## src/rtl/imm_gen_pipe.sv

```systemverilog
// Registered rv32i immediate generator: decodes fmt/imm and pc+imm with one cycle of latency.
// A one-entry skid buffer keeps in_ready a pure flop output; flush drops both held entries.
module imm_gen_pipe #(
    parameter int unsigned XLEN     = 32,
    parameter bit          EN_SHAMT = 1'b1
) (
    input  logic            clk,
    input  logic            rst_n,
    input  logic            flush,
    input  logic            in_valid,
    output logic            in_ready,
    input  logic [31:0]     in_instr,
    input  logic [XLEN-1:0] in_pc,
    output logic            out_valid,
    input  logic            out_ready,
    output logic [XLEN-1:0] out_imm,
    output logic [2:0]      out_fmt,
    output logic [XLEN-1:0] out_target,
    output logic [XLEN-1:0] out_pc
);

    localparam logic [2:0] FMT_R   = 3'd0;
    localparam logic [2:0] FMT_I   = 3'd1;
    localparam logic [2:0] FMT_S   = 3'd2;
    localparam logic [2:0] FMT_B   = 3'd3;
    localparam logic [2:0] FMT_U   = 3'd4;
    localparam logic [2:0] FMT_J   = 3'd5;
    localparam logic [2:0] FMT_ILL = 3'd7;

    typedef struct packed {
        logic [XLEN-1:0] imm;
        logic [2:0]      fmt;
        logic [XLEN-1:0] target;
        logic [XLEN-1:0] pc;
    } res_t;

    res_t        dec;
    res_t        out_q;
    res_t        skid_q;
    logic        skid_valid;
    logic [31:0] imm32;
    logic        is_shamt;
    logic [6:0]  opcode;
    logic [2:0]  funct3;
    logic        accept;

    assign opcode = in_instr[6:0];
    assign funct3 = in_instr[14:12];

    always_comb begin
        imm32    = '0;
        dec.fmt  = FMT_ILL;
        is_shamt = 1'b0;
        case (opcode)
            7'b0000011, 7'b1100111, 7'b1110011: begin
                dec.fmt = FMT_I;
                imm32   = {{20{in_instr[31]}}, in_instr[31:20]};
            end
            7'b0010011: begin
                dec.fmt  = FMT_I;
                imm32    = {{20{in_instr[31]}}, in_instr[31:20]};
                is_shamt = EN_SHAMT && (funct3 == 3'b001 || funct3 == 3'b101);
            end
            7'b0100011: begin
                dec.fmt = FMT_S;
                imm32   = {{20{in_instr[31]}}, in_instr[31:25], in_instr[11:7]};
            end
            7'b1100011: begin
                dec.fmt = FMT_B;
                imm32   = {{20{in_instr[31]}}, in_instr[7], in_instr[30:25],
                           in_instr[11:8], 1'b0};
            end
            7'b0110111, 7'b0010111: begin
                dec.fmt = FMT_U;
                imm32   = {in_instr[31:12], 12'b0};
            end
            7'b1101111: begin
                dec.fmt = FMT_J;
                imm32   = {{12{in_instr[31]}}, in_instr[19:12], in_instr[20],
                           in_instr[30:21], 1'b0};
            end
            7'b0110011: dec.fmt = FMT_R;
            default:    dec.fmt = FMT_ILL;
        endcase

        // imm32 is already sign-correct; widening to XLEN replicates bit 31 (U-type on RV64 too)
        dec.imm = XLEN'($signed(imm32));
        if (is_shamt) begin
            dec.imm = (XLEN == 64) ? XLEN'(in_instr[25:20]) : XLEN'(in_instr[24:20]);
        end
        dec.target = in_pc + dec.imm;
        dec.pc     = in_pc;
    end

    assign in_ready = ~skid_valid;
    assign accept   = in_valid & in_ready & ~flush;

    always_ff @(posedge clk or negedge rst_n) begin
        if (!rst_n) begin
            out_valid  <= 1'b0;
            skid_valid <= 1'b0;
            out_q      <= '0;
            skid_q     <= '0;
        end else if (flush) begin
            out_valid  <= 1'b0;
            skid_valid <= 1'b0;
        end else if (!out_valid || out_ready) begin
            // output slot is free this cycle; skid (older) wins over a new accept
            if (skid_valid) begin
                out_q      <= skid_q;
                out_valid  <= 1'b1;
                skid_valid <= 1'b0;
            end else if (accept) begin
                out_q     <= dec;
                out_valid <= 1'b1;
            end else begin
                out_valid <= 1'b0;
            end
        end else if (accept) begin
            skid_q     <= dec;
            skid_valid <= 1'b1;
        end
    end

    assign out_imm    = out_q.imm;
    assign out_fmt    = out_q.fmt;
    assign out_target = out_q.target;
    assign out_pc     = out_q.pc;

endmodule

```

## config.mk

```make
export PLATFORM = sky130hd
export DESIGN_NAME = imm_gen_pipe
export DESIGN_NICKNAME = d
export VERILOG_FILES = /design/src/rtl/imm_gen_pipe.sv
export SDC_FILE = /design/constraint.sdc
export NUM_CORES = 1
export LEC_CHECK = 0
export CORE_UTILIZATION = 45
export CTS_BUF_LIST = sky130_fd_sc_hd__clkbuf_2
export CTS_CLUSTER_SIZE = 20
export DETAILED_ROUTE_END_ITERATION = 12
export PLACE_DENSITY = 0.66
export SLEW_MARGIN = 25
export SYNTH_ARGS = -nofsm -noshare
export SYNTH_HDL_FRONTEND = slang
export SYNTH_SLANG_ARGS = --single-unit
```

## constraint.sdc

```tcl
create_clock -name clk -period 4.74 [get_ports clk]
set_input_delay 1.185 -clock clk [delete_from_list [all_inputs] [get_ports clk]]
set_output_delay 1.185 -clock clk [all_outputs]
set_load 0.005 [all_outputs]
```

; Word level (Yosys, flattened, before mapping)
; Index checks and enable logic that the tools add are counted.
[classes]
reduce_logical = 10
n_bitwise = 5
n_addsub = 1
n_eq_ne = 12
mux = 13
[op_table]
columns = op, count
row1 = 2-to-1 mux 99 bit, 2
row2 = case mux 32 bit (5 select lines), 1
row3 = adder 32 bit, 1
row4 = 2-to-1 mux 32 bit, 1
row5 = "equality test 7 bit, second input constant", 4
row6 = "equality test 7 x 6 -> 1 bit, second input constant", 3
row7 = case mux 3 bit (6 select lines), 1
row8 = "equality test 7 x 5 -> 1 bit, second input constant", 2
row9 = 2-to-1 mux 1 bit, 8
row10 = "equality test 7 x 2 -> 1 bit, second input constant", 1
row11 = AND reduction 3 bit, 2
row12 = nonzero test 2 bit, 2
row13 = OR reduction 4 bit, 1
row14 = "equality test 3 x 1 -> 1 bit, second input constant", 1
row15 = "equality test 3 bit, second input constant", 1
row16 = inverter 1 bit, 3
row17 = nonzero test 3 bit, 1
row18 = bitwise AND 1 bit, 2
row19 = logical OR 1 bit, 2
row20 = OR reduction 2 bit, 1
row21 = logical NOT 1 bit, 1
[word_totals]
ff_bits = 200
wordCells = 51
in_bits = 69
output_inout_bits = 101

; Depth between registers and ports, before layout
; Gate-level depths: netlist of run 1.
[depth]
depth_word = 7
mapped_depth = 18
ltp_nobuf = 16

; Least setup slack after synthesis of run 1
; No wires, ideal clock.
[synth_timing]
path_kind = input to register
start = input port in_instr[6]
end = register out_q, in the netlist out_target[28]
t_arrival_ns = 4.786
path_stages = 17
required_ns = 4.667
setup_ns = 0.073
n_path_buf = 1
path_slack_ns = -0.119
path_cell_list = clkbuf_1 -> nand2_1 -> nor2_1 -> a21oi_1 -> nor3b_1 -> nand2_1 -> a21o_1 -> inv_1 -> ha_1 -> a21o_1 -> a21o_1 -> a21o_1 -> a311o_1 -> a2111oi_2 -> nor4_1 -> or3b_1 -> a21oi_2
[synth_lines]
columns = item, line_no
row1 = from (decl), 12  ; input logic [31:0] in_instr,
row2 = to (signal assigned), 110  ; out_q <= skid_q;
row3 = to (decl), 38  ; res_t out_q;

==> results of run 1 <==
## cell usage in the layout (no fill, tap or decap), drive strengths merged, types with 4 or more instances in the layout
cell type	synthesis	layout
dfrtp	200	200
nand2	190	190
buf	9	177
clkdlybuf4s50	0	168
o21ai	136	136
a21oi	77	77
nor2	59	59
mux2	55	55
mux2i	46	46
ha	31	31
inv	25	31
a21o	24	24
and3	18	18
o21a	18	18
clkbuf	59	18
a31oi	16	16
xnor2	15	15
nand3	15	15
o211ai	15	15
xor2	12	12
clkinv	0	9
nand2b	8	8
nor3	8	8
o31ai	6	6
o21bai	6	6
a32oi	6	6
nor4	4	4
nand4	4	4
a22oi	4	4
a2111oi	4	4
## kinds of logic after synthesis
family,after synthesis,synth area share
simple gates,325,0.135
fa+ha+maj,32,0.0390
mux,101,0.103
flops,200,0.479
buf+inv,93,0.0339
xor+xnor,27,0.0226
compound gates,328,0.188
## worst max-delay path: cells and delay by family
kind / cells / cell delay [ns]
buf+inv: 5 / 1.06
compound gates: 9 / 1.52
simple gates: 5 / 1.03
fa+ha+maj: 1 / 0.34
## stage by stage
step	setup WS [ns]	util	TNS (ns)
floorplan	0.0231	-	0
global placement	-0.425	0.601	-10.56
detailed placement	-0.503	0.601	-11.31
CTS	0.388	0.613	0
global route	0.177	0.613	0
finish	0.299	0.613	0
## report_power, final
part	total, µW	internal (µW)	switching, µW
clock	891	187	704
combinational	918	528	390
sequential	2130	1980	153
## synthesized netlist by cell type (2+ instances only)
cell type / count
sky130_fd_sc_hd__buf_2: 3
sky130_fd_sc_hd__a2111oi_0: 2
sky130_fd_sc_hd__buf_1: 6
sky130_fd_sc_hd__a311o_1: 2
sky130_fd_sc_hd__o31ai_1: 6
sky130_fd_sc_hd__a211oi_1: 3
sky130_fd_sc_hd__a2111oi_2: 2
sky130_fd_sc_hd__a21oi_2: 2
sky130_fd_sc_hd__xor2_1: 12
sky130_fd_sc_hd__a211o_1: 2
sky130_fd_sc_hd__nand2b_1: 8
sky130_fd_sc_hd__a31oi_1: 16
sky130_fd_sc_hd__dfrtp_1: 200
sky130_fd_sc_hd__nor2_1: 59
sky130_fd_sc_hd__o21ai_1: 8
sky130_fd_sc_hd__o21ai_0: 128
sky130_fd_sc_hd__inv_1: 24
sky130_fd_sc_hd__a21oi_1: 75
sky130_fd_sc_hd__a22oi_1: 4
sky130_fd_sc_hd__a21boi_0: 2
sky130_fd_sc_hd__nor2b_1: 2
sky130_fd_sc_hd__nand2_1: 190
sky130_fd_sc_hd__a21o_1: 24
sky130_fd_sc_hd__a41oi_1: 2
sky130_fd_sc_hd__xnor2_1: 15
sky130_fd_sc_hd__a32oi_1: 6
sky130_fd_sc_hd__clkbuf_1: 58
sky130_fd_sc_hd__and3_1: 18
sky130_fd_sc_hd__nor3b_1: 3
sky130_fd_sc_hd__nand4_1: 4
sky130_fd_sc_hd__mux2_2: 55
sky130_fd_sc_hd__ha_1: 31
sky130_fd_sc_hd__or3_1: 2
sky130_fd_sc_hd__nor4_1: 4
sky130_fd_sc_hd__o21bai_1: 6
sky130_fd_sc_hd__nor3_1: 8
sky130_fd_sc_hd__nand3_1: 15
sky130_fd_sc_hd__or3b_1: 2
sky130_fd_sc_hd__o211ai_1: 14
sky130_fd_sc_hd__mux2i_1: 46
sky130_fd_sc_hd__or2_2: 2
sky130_fd_sc_hd__nor4b_1: 3
sky130_fd_sc_hd__o21a_1: 18
## area by class of cell
cell class / instances / share of cell area
clock inverters: 15 / 0.0130
well taps: 285 / 0.0256
diodes: 1 / 0.000180
repair buffers: 346 / 0.220
inverters: 25 / 0.00674
flip-flops and latches: 200 / 0.360
clock buffers: 17 / 0.00611
multi-input cells: 813 / 0.368
## state kept, by name (all words and copies together) (netlist names)
register / flops
skid_valid: 1
out_valid: 1
out_pc: 32
out_target: 32
skid_q: 99
out_fmt: 3
out_imm: 32
## how the worst max path moves through the flow
stage	slack, ns	cells past startpoint	endpoint
final	0.30	20	out_target[28]
after floorplan	0.02	16	out_target[28]
after detailed placement	-0.50	20	out_target[28]
after global routing	0.18	16	out_target[30]
after global placement	-0.43	19	out_target[28]
after CTS	0.39	20	out_target[28]
## routing by layer
layer,vias to the layer above,routed length (µm)
met2,184,14300
li1,4506,-
met4,0,865
met1,4361,14000
met5,-,0
met3,37,1130
==> metrics.md, run 1 <==
| Metric | Value |
|---|---|
| Status | `complete, no violations` |
| Global-route usage over all layers | `0.262` |
| Global routing usage on met1 | `0.348` |
| Placed cell area | `13,600 µm²` |
| Max clock buf depth | `2` |
| Register cell area after layout | `5010 µm²` |
| Number of cells produced by synthesis | `1,106` |
| Clock slew at reported path FFs | `0.35 ns` |
| Max Freq | `0.225 GHz` |
| R2r setup slk | `2.09 ns` |
| Width of the chip | `154 µm` |
| Summed area of non-filler cells in the final layout | `13,900 µm²` |
| Area added between synthesis and finish | `33.2%` |
| Yosys warning total | `0` |
| Top-Level Pins | `170` |
| Final total power | `3940 µW` |
| Number of levels in the clock H-tree | `4` |
| Startpoint of the most critical setup path | `in_instr[3]` |
| Met3 global-route usage | `0.0451` |
| Global-route wire length before repair | `48,000 µm` |
| WP data required | `5.46 ns` |
| Count of buffers from port buffering | `169` |
| Initial antenna violation count | `1` |
| Cell-by-cell trace of the critical path | `clkdlybuf4s50_1 -> or2_2 -> a21oi_1 -> o21ai_0 -> a21oi_2 -> o21ai_2 -> buf_4 -> a21o_1 -> inv_1 -> ha_1 -> buf_4 -> nand3_1 -> buf_4 -> nor4_1 -> nand3_1 -> o211ai_2 -> a2111oi_2 -> o31ai_1 -> or3b_1 -> a21oi_2` |
| Number of iterations in the first detailed-routing pass | `4` |
| RSZ-0062 raised after global routing | `false` |
| Critical-path cell with the highest stage delay | `sky130_fd_sc_hd__clkdlybuf4s50_1` |
| Maximum vdd drop | `153 µV` |
| Endpoint class of the critical path | `flop` |
| Sequential fraction of the synthesis area | `0.479` |
| Final clock skew | `0.0474 ns` |
| Total instance count after detailed placement | `1,669` |
| Number of synthesized flops with an enable pin | `0` |
| Starting utilization of the core area | `0.460` |
| Grt ovf | `0` |
| Library cell appearing most often on the critical path | `sky130_fd_sc_hd__buf_4` |
| Area occupied by multi-input gates | `5130 µm²` |
| Most heavily used metal layer in global routing | `met2` |
| Count of filler cells inserted in the layout | `2,030` |
| Global-route met2 utilization | `0.431` |
| Cell area after synthesis | `10,500 µm²` |
| WS Path Type | `input pin to flop` |
| DR WL/cell | `17.8 µm` |
| DR vias | `9,088` |
| Area leader, netlist | `sky130_fd_sc_hd__dfrtp_1` |
| Count of nets left with antenna violations after detail routing | `0` |
| Layout Nets | `1,504` |
| Area of the core region | `22,700 µm²` |
| DRT Wirelength | `30,300 µm` |
| Iteration-0 DRC count of the detailed router | `403` |
| Leakage power | `0.00646 µW` |
| DRC | `0` |
| Vert. Die Dim | `154 µm` |
| Max-slew violation total from the final report | `0` |
| Final cell count without fillers | `1,702` |
| Final hold viol count | `0` |
| Post-detailed-route via-to-cell ratio | `5.34` |
| Crit path arrival time | `5.16 ns` |
| Largest net degree at the start of global routing | `100` |
| Clock latency on the worst-skew pair | `0.80 ns` |
| Number of buffers created by CTS | `17` |
| CTS sink count | `200` |
| Minimum clock period after layout | `4.44 ns` |
| Die ar. | `23,800 µm²` |
| CTS tree | `built` |
| R2r startpoint | `skid_valid` |
| Via count of the first global-routing pass | `8,922` |
| DPL Wire Length | `22,900 µm` |
| Clock root buffer master | `sky130_fd_sc_hd__clkbuf_2` |
| Rows | `55` |
| Transition time at the pin with the least slew margin | `0.944 ns` |
| Hold WC Path Type | `input pin to async pin` |
| Post-synthesis net count | `1,207` |
| Length in cells of the worst reg-to-reg path | `4` |
| Delay of the slowest cell on the worst path | `0.53 ns` |
| Portion of the clock cycle consumed by the worst path in the final layout | `0.937` |
| Worst slew margin | `0.370` |
| Number of unique standard cell types used by synthesis | `57` |
| Power density cells | `283 nW/µm²` |
| Type of origin of the critical path | `input pin` |
| Number of flip-flops and latches in the synthesized netlist | `200` |
| Destination of the worst register-to-register timing path | `out_target[29]` |
| Total of endpoints with negative setup slack in the final report | `0` |
| Post-synthesis average cell area | `9.45 µm²` |
| Count of instances resized after the clock tree is built | `0` |
| Fraction of post-synthesis cell area in the top cell type by area | `0.479` |
| Placer's final routability congestion estimate | `0.929` |
| Post-CTS Repair Setup Buffers | `0` |
| Reported max-cap violation count | `0` |
| Post-cts hold buffer count | `0` |
| CP Max Fanout | `5` |
| Hold Slack | `0.378 ns` |
| Share of flip-flops with an asynchronous set or reset after synthesis | `1.00` |
| Largest cells by area after synthesis | `sky130_fd_sc_hd__dfrtp_1, sky130_fd_sc_hd__nand2_1, sky130_fd_sc_hd__o21ai_0` |
| Post-synth top flop | `sky130_fd_sc_hd__dfrtp_1` |
| Layout cells sized above 1 | `0.199` |
No activity file was read; power rests on OpenSTA's default activity.
==> inputs of run 2 (changes only) <==
--- a/config.mk
+++ b/config.mk
@@ -10,6 +10,7 @@
 export CTS_CLUSTER_SIZE = 20
 export DETAILED_ROUTE_END_ITERATION = 12
 export PLACE_DENSITY = 0.66
+export SKIP_CTS_REPAIR_TIMING = 1
 export SLEW_MARGIN = 25
 export SYNTH_ARGS = -nofsm -noshare
 export SYNTH_HDL_FRONTEND = slang
==> results of run 2 <==
The final DEF is identical to that of run 1; final timing and power are the same.
